===== src/rtl/mem_port_arbiter.sv =====
// Shares one memory port between fetch (imem) and data (dmem) requesters, one request in flight.
// Optional ARB_ROUND_ROBIN_EN swaps fixed dmem-first priority for alternating priority.
module mem_port_arbiter (
    input  logic        clk,
    input  logic        rst,
    input  logic [31:0] imem_addr,
    input  logic [3:0]  imem_rmask,
    output logic [31:0] imem_rdata,
    output logic        imem_resp,
    input  logic [31:0] dmem_addr,
    input  logic [3:0]  dmem_rmask,
    input  logic [3:0]  dmem_wmask,
    input  logic [31:0] dmem_wdata,
    output logic [31:0] dmem_rdata,
    output logic        dmem_resp,
    output logic [31:0] mem_addr,
    output logic [3:0]  mem_rmask,
    output logic [3:0]  mem_wmask,
    output logic [31:0] mem_wdata,
    input  logic [31:0] mem_rdata,
    input  logic        mem_resp
);

    // state | meaning
    // IDLE  | port idle, mem masks 0
    // GNT_I | imem request on the port
    // GNT_D | dmem request on the port
    typedef enum logic [1:0] {IDLE, GNT_I, GNT_D} state_t;

    state_t      state;

    logic        pend_i_valid;
    logic [31:0] pend_i_addr;
    logic [3:0]  pend_i_rmask;

    logic        pend_d_valid;
    logic [31:0] pend_d_addr;
    logic [3:0]  pend_d_rmask;
    logic [3:0]  pend_d_wmask;
    logic [31:0] pend_d_wdata;

    logic        req_i, req_d;
    logic        new_i, new_d;
    logic        cand_i, cand_d;
    logic        pick_d;
    logic        grant_i, grant_d;
    logic [31:0] sel_i_addr, sel_d_addr, sel_d_wdata;
    logic [3:0]  sel_i_rmask, sel_d_rmask, sel_d_wmask;

`ifdef ARB_ROUND_ROBIN_EN
    localparam logic LAST_I = 1'b0;
    localparam logic LAST_D = 1'b1;
    logic last_grant;
`endif

    always_comb begin
        req_i  = (imem_rmask != 4'd0);
        req_d  = ((dmem_rmask | dmem_wmask) != 4'd0);
        // a request from a requester that is already pending or on the port is dropped
        new_i  = req_i && !pend_i_valid && (state != GNT_I);
        new_d  = req_d && !pend_d_valid && (state != GNT_D);
        cand_i = pend_i_valid || new_i;
        cand_d = pend_d_valid || new_d;

        sel_i_addr  = pend_i_valid ? pend_i_addr  : imem_addr;
        sel_i_rmask = pend_i_valid ? pend_i_rmask : imem_rmask;
        sel_d_addr  = pend_d_valid ? pend_d_addr  : dmem_addr;
        sel_d_rmask = pend_d_valid ? pend_d_rmask : dmem_rmask;
        sel_d_wmask = pend_d_valid ? pend_d_wmask : dmem_wmask;
        sel_d_wdata = pend_d_valid ? pend_d_wdata : dmem_wdata;

`ifdef ARB_ROUND_ROBIN_EN
        pick_d = cand_d && (!cand_i || (last_grant == LAST_I));
`else
        pick_d = cand_d;
`endif

        grant_i = 1'b0;
        grant_d = 1'b0;
        case (state)
            IDLE: begin
                grant_d = pick_d;
                grant_i = cand_i && !pick_d;
            end
            GNT_I:   grant_d = mem_resp && cand_d;
            GNT_D:   grant_i = mem_resp && cand_i;
            default: ;
        endcase
    end

    always_ff @(posedge clk) begin
        if (rst) begin
            state        <= IDLE;
            mem_addr     <= 32'd0;
            mem_rmask    <= 4'd0;
            mem_wmask    <= 4'd0;
            mem_wdata    <= 32'd0;
            pend_i_valid <= 1'b0;
            pend_i_addr  <= 32'd0;
            pend_i_rmask <= 4'd0;
            pend_d_valid <= 1'b0;
            pend_d_addr  <= 32'd0;
            pend_d_rmask <= 4'd0;
            pend_d_wmask <= 4'd0;
            pend_d_wdata <= 32'd0;
`ifdef ARB_ROUND_ROBIN_EN
            last_grant   <= LAST_I;
`endif
        end else begin
            if (grant_d) begin
                state     <= GNT_D;
                mem_addr  <= sel_d_addr;
                mem_rmask <= sel_d_rmask;
                mem_wmask <= sel_d_wmask;
                mem_wdata <= sel_d_wdata;
`ifdef ARB_ROUND_ROBIN_EN
                last_grant <= LAST_D;
`endif
            end else if (grant_i) begin
                state     <= GNT_I;
                mem_addr  <= sel_i_addr;
                mem_rmask <= sel_i_rmask;
                mem_wmask <= 4'd0;
                mem_wdata <= 32'd0;
`ifdef ARB_ROUND_ROBIN_EN
                last_grant <= LAST_I;
`endif
            end else if ((state != IDLE) && mem_resp) begin
                state     <= IDLE;
                mem_rmask <= 4'd0;
                mem_wmask <= 4'd0;
            end

            // a request granted straight from the inputs never touches its pending entry
            if (grant_i) begin
                pend_i_valid <= 1'b0;
            end else if (new_i) begin
                pend_i_valid <= 1'b1;
                pend_i_addr  <= imem_addr;
                pend_i_rmask <= imem_rmask;
            end

            if (grant_d) begin
                pend_d_valid <= 1'b0;
            end else if (new_d) begin
                pend_d_valid <= 1'b1;
                pend_d_addr  <= dmem_addr;
                pend_d_rmask <= dmem_rmask;
                pend_d_wmask <= dmem_wmask;
                pend_d_wdata <= dmem_wdata;
            end
        end
    end

    assign imem_resp  = (state == GNT_I) && mem_resp;
    assign dmem_resp  = (state == GNT_D) && mem_resp;
    assign imem_rdata = imem_resp ? mem_rdata : 32'd0;
    assign dmem_rdata = dmem_resp ? mem_rdata : 32'd0;

    // simulation-only check for a requester issuing a second outstanding request
    always_ff @(posedge clk) begin
        if (!rst) begin
            assert (!(req_i && (pend_i_valid || state == GNT_I)));
            assert (!(req_d && (pend_d_valid || state == GNT_D)));
        end
    end

endmodule


===== config.mk =====
export PLATFORM = sky130hd
export DESIGN_NAME = mem_port_arbiter
export DESIGN_NICKNAME = d
export VERILOG_FILES = /design/src/rtl/mem_port_arbiter.sv
export SDC_FILE = /design/constraint.sdc
export NUM_CORES = 1
export LEC_CHECK = 0
export CORE_MARGIN = 2
export CORE_UTILIZATION = 43
export CTS_BUF_LIST = sky130_fd_sc_hd__clkbuf_2
export DETAILED_ROUTE_END_ITERATION = 8
export PLACE_DENSITY = 0.79
export SYNTH_ARGS = -nofsm -noshare
export SYNTH_HDL_FRONTEND = slang
export SYNTH_SLANG_ARGS = --single-unit

===== constraint.sdc =====
create_clock -name clk -period 1.78 [get_ports clk]
set_input_delay 0.267 -clock clk [delete_from_list [all_inputs] [get_ports clk]]
set_output_delay 0.267 -clock clk [all_outputs]
set_load 0.03 [all_outputs]

-- Word-level counts from Yosys, hierarchy flattened
Index checks and enable logic that the tools add are counted.
- bitwise logic cells: 3
- eq/ne operators: 4
- reductions and logical operators: 26
- muxes and demuxes: 22
- operators with widths (kind ; number):
    32-bit 2-to-1 mux ; 9
    4-bit 2-to-1 mux ; 8
    1-bit logical AND ; 10
    4-bit nonzero test ; 2
    2-bit 2-to-1 mux ; 3
    2-bit nonzero test ; 3
    4-bit bitwise OR ; 1
    1-bit one-hot mux with 2 select lines ; 2
    2-bit AND reduction ; 2
    2-bit OR reduction ; 2
    1-bit zero test ; 3
    3-bit nonzero test ; 1
    2-bit by 1-bit equality test with 1-bit output, second input constant ; 1
    2-bit equality test, second input constant ; 1
    2-bit zero test ; 1
    1-bit logical OR ; 2
    2-bit by 1-bit != test with 1-bit output, second input constant ; 1
    2-bit != test, second input constant ; 1
    1-bit inverter ; 2
- register bits: 184
- output and inout port bits: 138

-- Logic depth before layout (Yosys ltp)
- word-level depth: 10
- depth in mapped cells: 9
- depth with buffers taken out: 5

-- Least setup slack after synthesis
Ideal clock, no wire load.
- path type: register to register
- start: reg state[0]
- end: reg pend_i_addr[10]
- setup time: 132 ps
- path buffers: 4
- arrival time: 1686 ps
- cell stages (with the launch flop): 10
- setup slack: -39 ps
- period minus slack after synthesis: 1819 ps
- data required time: 1648 ps
- cell sequence: dfxtp_1 buf_4 nor2b_2 or2_1 buf_2 or3_1 buf_2 buf_6 nand2_1 a21oi_1
- longest elaborated chain between the ends: 8
- elaborated cells on any way between the ends: 14
- those cells by class: 3 x eq/ne; 1 x mux; 1 x bitwise; 9 x reduce/logical
- RTL lines (what ; RTL line ; RTL):
    start: declaration ; 30 ; state_t state;
    start signal: assignment ; 93 ; state <= IDLE;
    start signal: assignment ; 111 ; state <= GNT_D;
    start signal: assignment ; 120 ; state <= GNT_I;
    2-bit != test ; 61 ; new_d = req_d && !pend_d_valid && (state != GNT_D);
    1-bit logical AND ; 61 ;
    1-bit logical OR ; 63 ; cand_d = pend_d_valid || new_d;
    1-bit zero test ; 83 ; grant_i = cand_i && !pick_d;
    1-bit logical AND ; 83 ;
    1-bit one-hot mux with 2 select lines ; 80 ; case (state)
    1-bit inverter (no source line) ; - ;
    2-bit AND reduction (no source line) * ; - ;
    end signal: assignment ; 139 ; pend_i_addr <= imem_addr;
    end: declaration ; 33 ; logic [31:0] pend_i_addr;
Mark *: on every way between the ends. The rest lies on a longest branch, timed or not.
A chain may end at the register's enable or synchronous reset.

-- Worst setup path after layout
- start: reg state[0]
- end: reg pend_i_addr[3]
The elaborated chain is that of the path after synthesis.

==> metrics.cfg <==
[placed_design]
pre_cts_ws_ns = -0.770
port_buffers = 280
dp_hpwl_mm = 17.9
dpl-instance-area_um2 = 11500
gp_congestion = 0.790

[critical_path]
crit_family = buffers and inverters
rr_endpoint = pend_i_addr[3]
r2r_slack_ns = -0.49
startpoint_type = register
cpPeakStageDelay_ns = 0.40
crit_path_frequent_cell = buf_6
critPathBufInv = 6
cp_max_fo = 5
slowest_stage = dfxtp_2
worstPathArrival_ns = 2.98
setup.worst_path.end_class = register
r2r_cells = 11
cp_cell_sequence = and3b_2 > buf_4 > buf_6 > a31o_4 > buf_6 > buf_4 > nor3_4 > buf_6 > buf_6 > nand2_2 > a21oi_2
r2r_start = state[0]
worstPathRequired_ns = 2.49
crit_type = reg -> reg

[die]
io_pins = 281
initial_utilization_pct = 43.7
die_x_um = 142
placementRows = 50
dieArea_um2 = 20100
core_um2 = 18700
die_h_um = 142

[power_and_ir_drop]
clkPwrFrac_pct = 24.1
pwr-share-comb_pct = 29.7
switching_power_w = 0.00319
pwr-share-seq_pct = 46.2
leakagePower_nw = 5.26
intPower_w = 0.00670
power_w = 0.00989
power_density_nw_per_um2 = 743
max-vdd-ir-drop_v = 0.000740
power.share.switching_pct = 32.2

[clocking]
clk_latency_ns = 0.78
cts-htree-levels = 4
cts_made_buffers = 17
clk_path_buf_depth = 2
clk_pin_slew_ns = 0.25
clock-sinks = 184
root_buffer = clkbuf_2
cts_tree = yes

[yosys]
syn_inst = 977
synth_seq_cells = 184
yosysMostFrequentCell = nand2_1
synthesis.nets = 1120
yosysTopAreaCell = dfxtp_1
ys_types = 42
netlist_top_cells_area = dfxtp_1 (45%), nand2_1 (12%), a21oi_1 (6.9%), o2bb2ai_1 (6.1%), mux2i_1 (5.6%)
synth_edf_count = 0
synth-async-reset-ratio_pct = 0
synthTopCellsByCount = nand2_1 (263), dfxtp_1 (184), a21oi_1 (112)
avgSynthCellArea_um2 = 8.37
yosysTopAreaCellShare_pct = 45.1
syn_area_um2 = 8170
synth_flop_cell = dfxtp_1
seq_area_frac_synth_pct = 45.1
ys_warn_count = 0

[global_routing]
grt_pass1_vias = 8362
grt_pass1_wl_mm = 43.7
grt_usage_pct = 27.3
grt_max_degree = 97
grt_antenna_before_repair = 0
gr-total-overflow = 0

[finish]
fillers = 1377
design_area_um2 = 13300
n_antenna_cell = 0
fin_nets = 1480
area_delta_synth_final_pct = 63.0
drive_gt1_share_pct = 31.8

[sta]
tightest_slew_ns = 0.641
rsz0062_at_grt = yes
finalCritPeriodShare_pct = 128
fin_crit_ns = 2.27
drv_slew = 0
setup_slack_ns = -0.494
finalHoldViolations = 0
slew_headroom_pct = 57.3
finalSetupViolCount = 174
fin_hold_ws_ns = 0.0371
clock.fmax_mhz = 440
clock_skew_ns = 0.0329

[worst_hold_path]
whs_path_depth = 3
min_to = pend_d_wdata[5]
min-delay-start = dmem_wdata[5]
hold_path_class = in -> reg

[routing]
drt_iter0_drc = 818
vias = 8825
antenna_left = 0
drc = 0
wl_per_cell_um = 18.9
viasPerCell = 5.57
wirelength_mm = 30.0
drt-pass1-iter-count = 7

[run_status]
status = finished with violations
violations = setup timing

[flow_run]
max_cap_viol_count = 0

==> worst min-delay path: stages <==
cell	delay (ns)
clkdlybuf4s50_1	0.42
nand2_1	0.06
a21oi_1	0.05
==> cell usage in the layout, fill, tap and decap left out, types with 13 or more instances in the layout <==
master	n
mux2i_1	46
buf_6	79
and2_4	13
and2_1	21
buf_12	29
buf_4	51
nand2_1	254
dlygate4sd3_1	49
o2bb2ai_2	36
clkbuf_2	18
a222oi_1	25
a21oi_1	96
o21ai_0	31
clkdlybuf4s50_1	141
and3_1	30
dfxtp_1	147
o2bb2ai_1	19
nand2b_1	30
dfxtp_2	33
a21oi_2	16
buf_2	72
==> registers in the layout, indices dropped and copies added (netlist names) <==
| signal | cells |
|---|---|
| mem_addr | 32 |
| mem_rmask | 4 |
| mem_wdata | 32 |
| mem_wmask | 4 |
| pend_d_addr | 32 |
| pend_d_rmask | 4 |
| pend_d_valid | 1 |
| pend_d_wdata | 32 |
| pend_d_wmask | 4 |
| pend_i_addr | 32 |
| pend_i_rmask | 4 |
| pend_i_valid | 1 |
| state | 2 |
==> how the worst max path moves through the flow <==
stage	start	to	slack [ns]	depth (start not counted)
floorplan	state[1]	mem_wmask[0]	-0.002	8
global placement	imem_rmask[3]	mem_addr[29]	-0.75	8
detailed placement	imem_rmask[0]	mem_wdata[4]	-0.77	8
CTS	state[0]	dmem_rdata[15]	-0.49	4
global route	state[1]	pend_i_addr[3]	-0.57	11
finish	state[0]	pend_i_addr[3]	-0.49	11
==> stage by stage <==
| step | TNS [ns] | cells | util [%] |
|---|---|---|---|
| after global routing | -76.64 | 1584 | 71.2 |
| after floorplan | -0.00919 | 977 | - |
| after CTS | -38.38 | 1542 | 67.0 |
| after global placement | -118.27 | 1467 | 61.5 |
| after detailed placement | -119.91 | 1467 | 61.5 |
| final | -62.09 | 1584 | 71.2 |
==> layer usage <==
| layer | track usage, % | routed length (um) | up-vias |
|---|---|---|---|
| met5 | 0 | 0 | - |
| met4 | 8.68 | 681 | 0 |
| met3 | 7.12 | 2410 | 59 |
| met2 | 45.3 | 14600 | 440 |
| met1 | 34.8 | 12200 | 4188 |
| li1 | - | - | 4138 |
==> final cells by class <==
type / count / area (um2) / area share [%]
Clock buffer: 18 / 90.1 / 0.676
Inverter: 5 / 18.8 / 0.141
Timing Repair Buffer: 432 / 4390 / 32.9
Tap cell: 234 / 293 / 2.20
Clock inverter: 14 / 180 / 1.35
Multi-Input combinational cell: 697 / 4610 / 34.6
Sequential cell: 184 / 3740 / 28.1
==> kinds of logic (layout without fill, tap and decap cells) <==
family                 after synthesis  count (layout)  synth area share, %
buffers and inverters               96             469                 5.40
muxes                               52              52                 6.46
DFF                                184             184                 45.1
AOI/OAI and AO/OA                  259             259                 21.4
and+or+nand+nor                    386             386                 21.7
==> what timing repair did <==
action                                  4_1_cts  5_1_grt
resized for setup                           397      219
hold endpoints to repair                     27       30
cloned                                       10        4
pin swaps                                    26       20
hold buffers                                 19       30
endpoints found under the setup margin      242      221
buffers inserted                             14        9
==> power groups by stage <==
stage / logic (W) / registers [W] / clock network, W
2_1_floorplan: 0.000972 / 0.00489 / 0
3_3_place_gp: 0.00240 / 0.00461 / 0
3_5_place_dp: 0.00243 / 0.00461 / 0
4_1_cts: 0.00264 / 0.00454 / 0.00240
5_1_grt: 0.00310 / 0.00460 / 0.00257
6_report: 0.00294 / 0.00457 / 0.00238
Power figures use the tool's default switching activity.
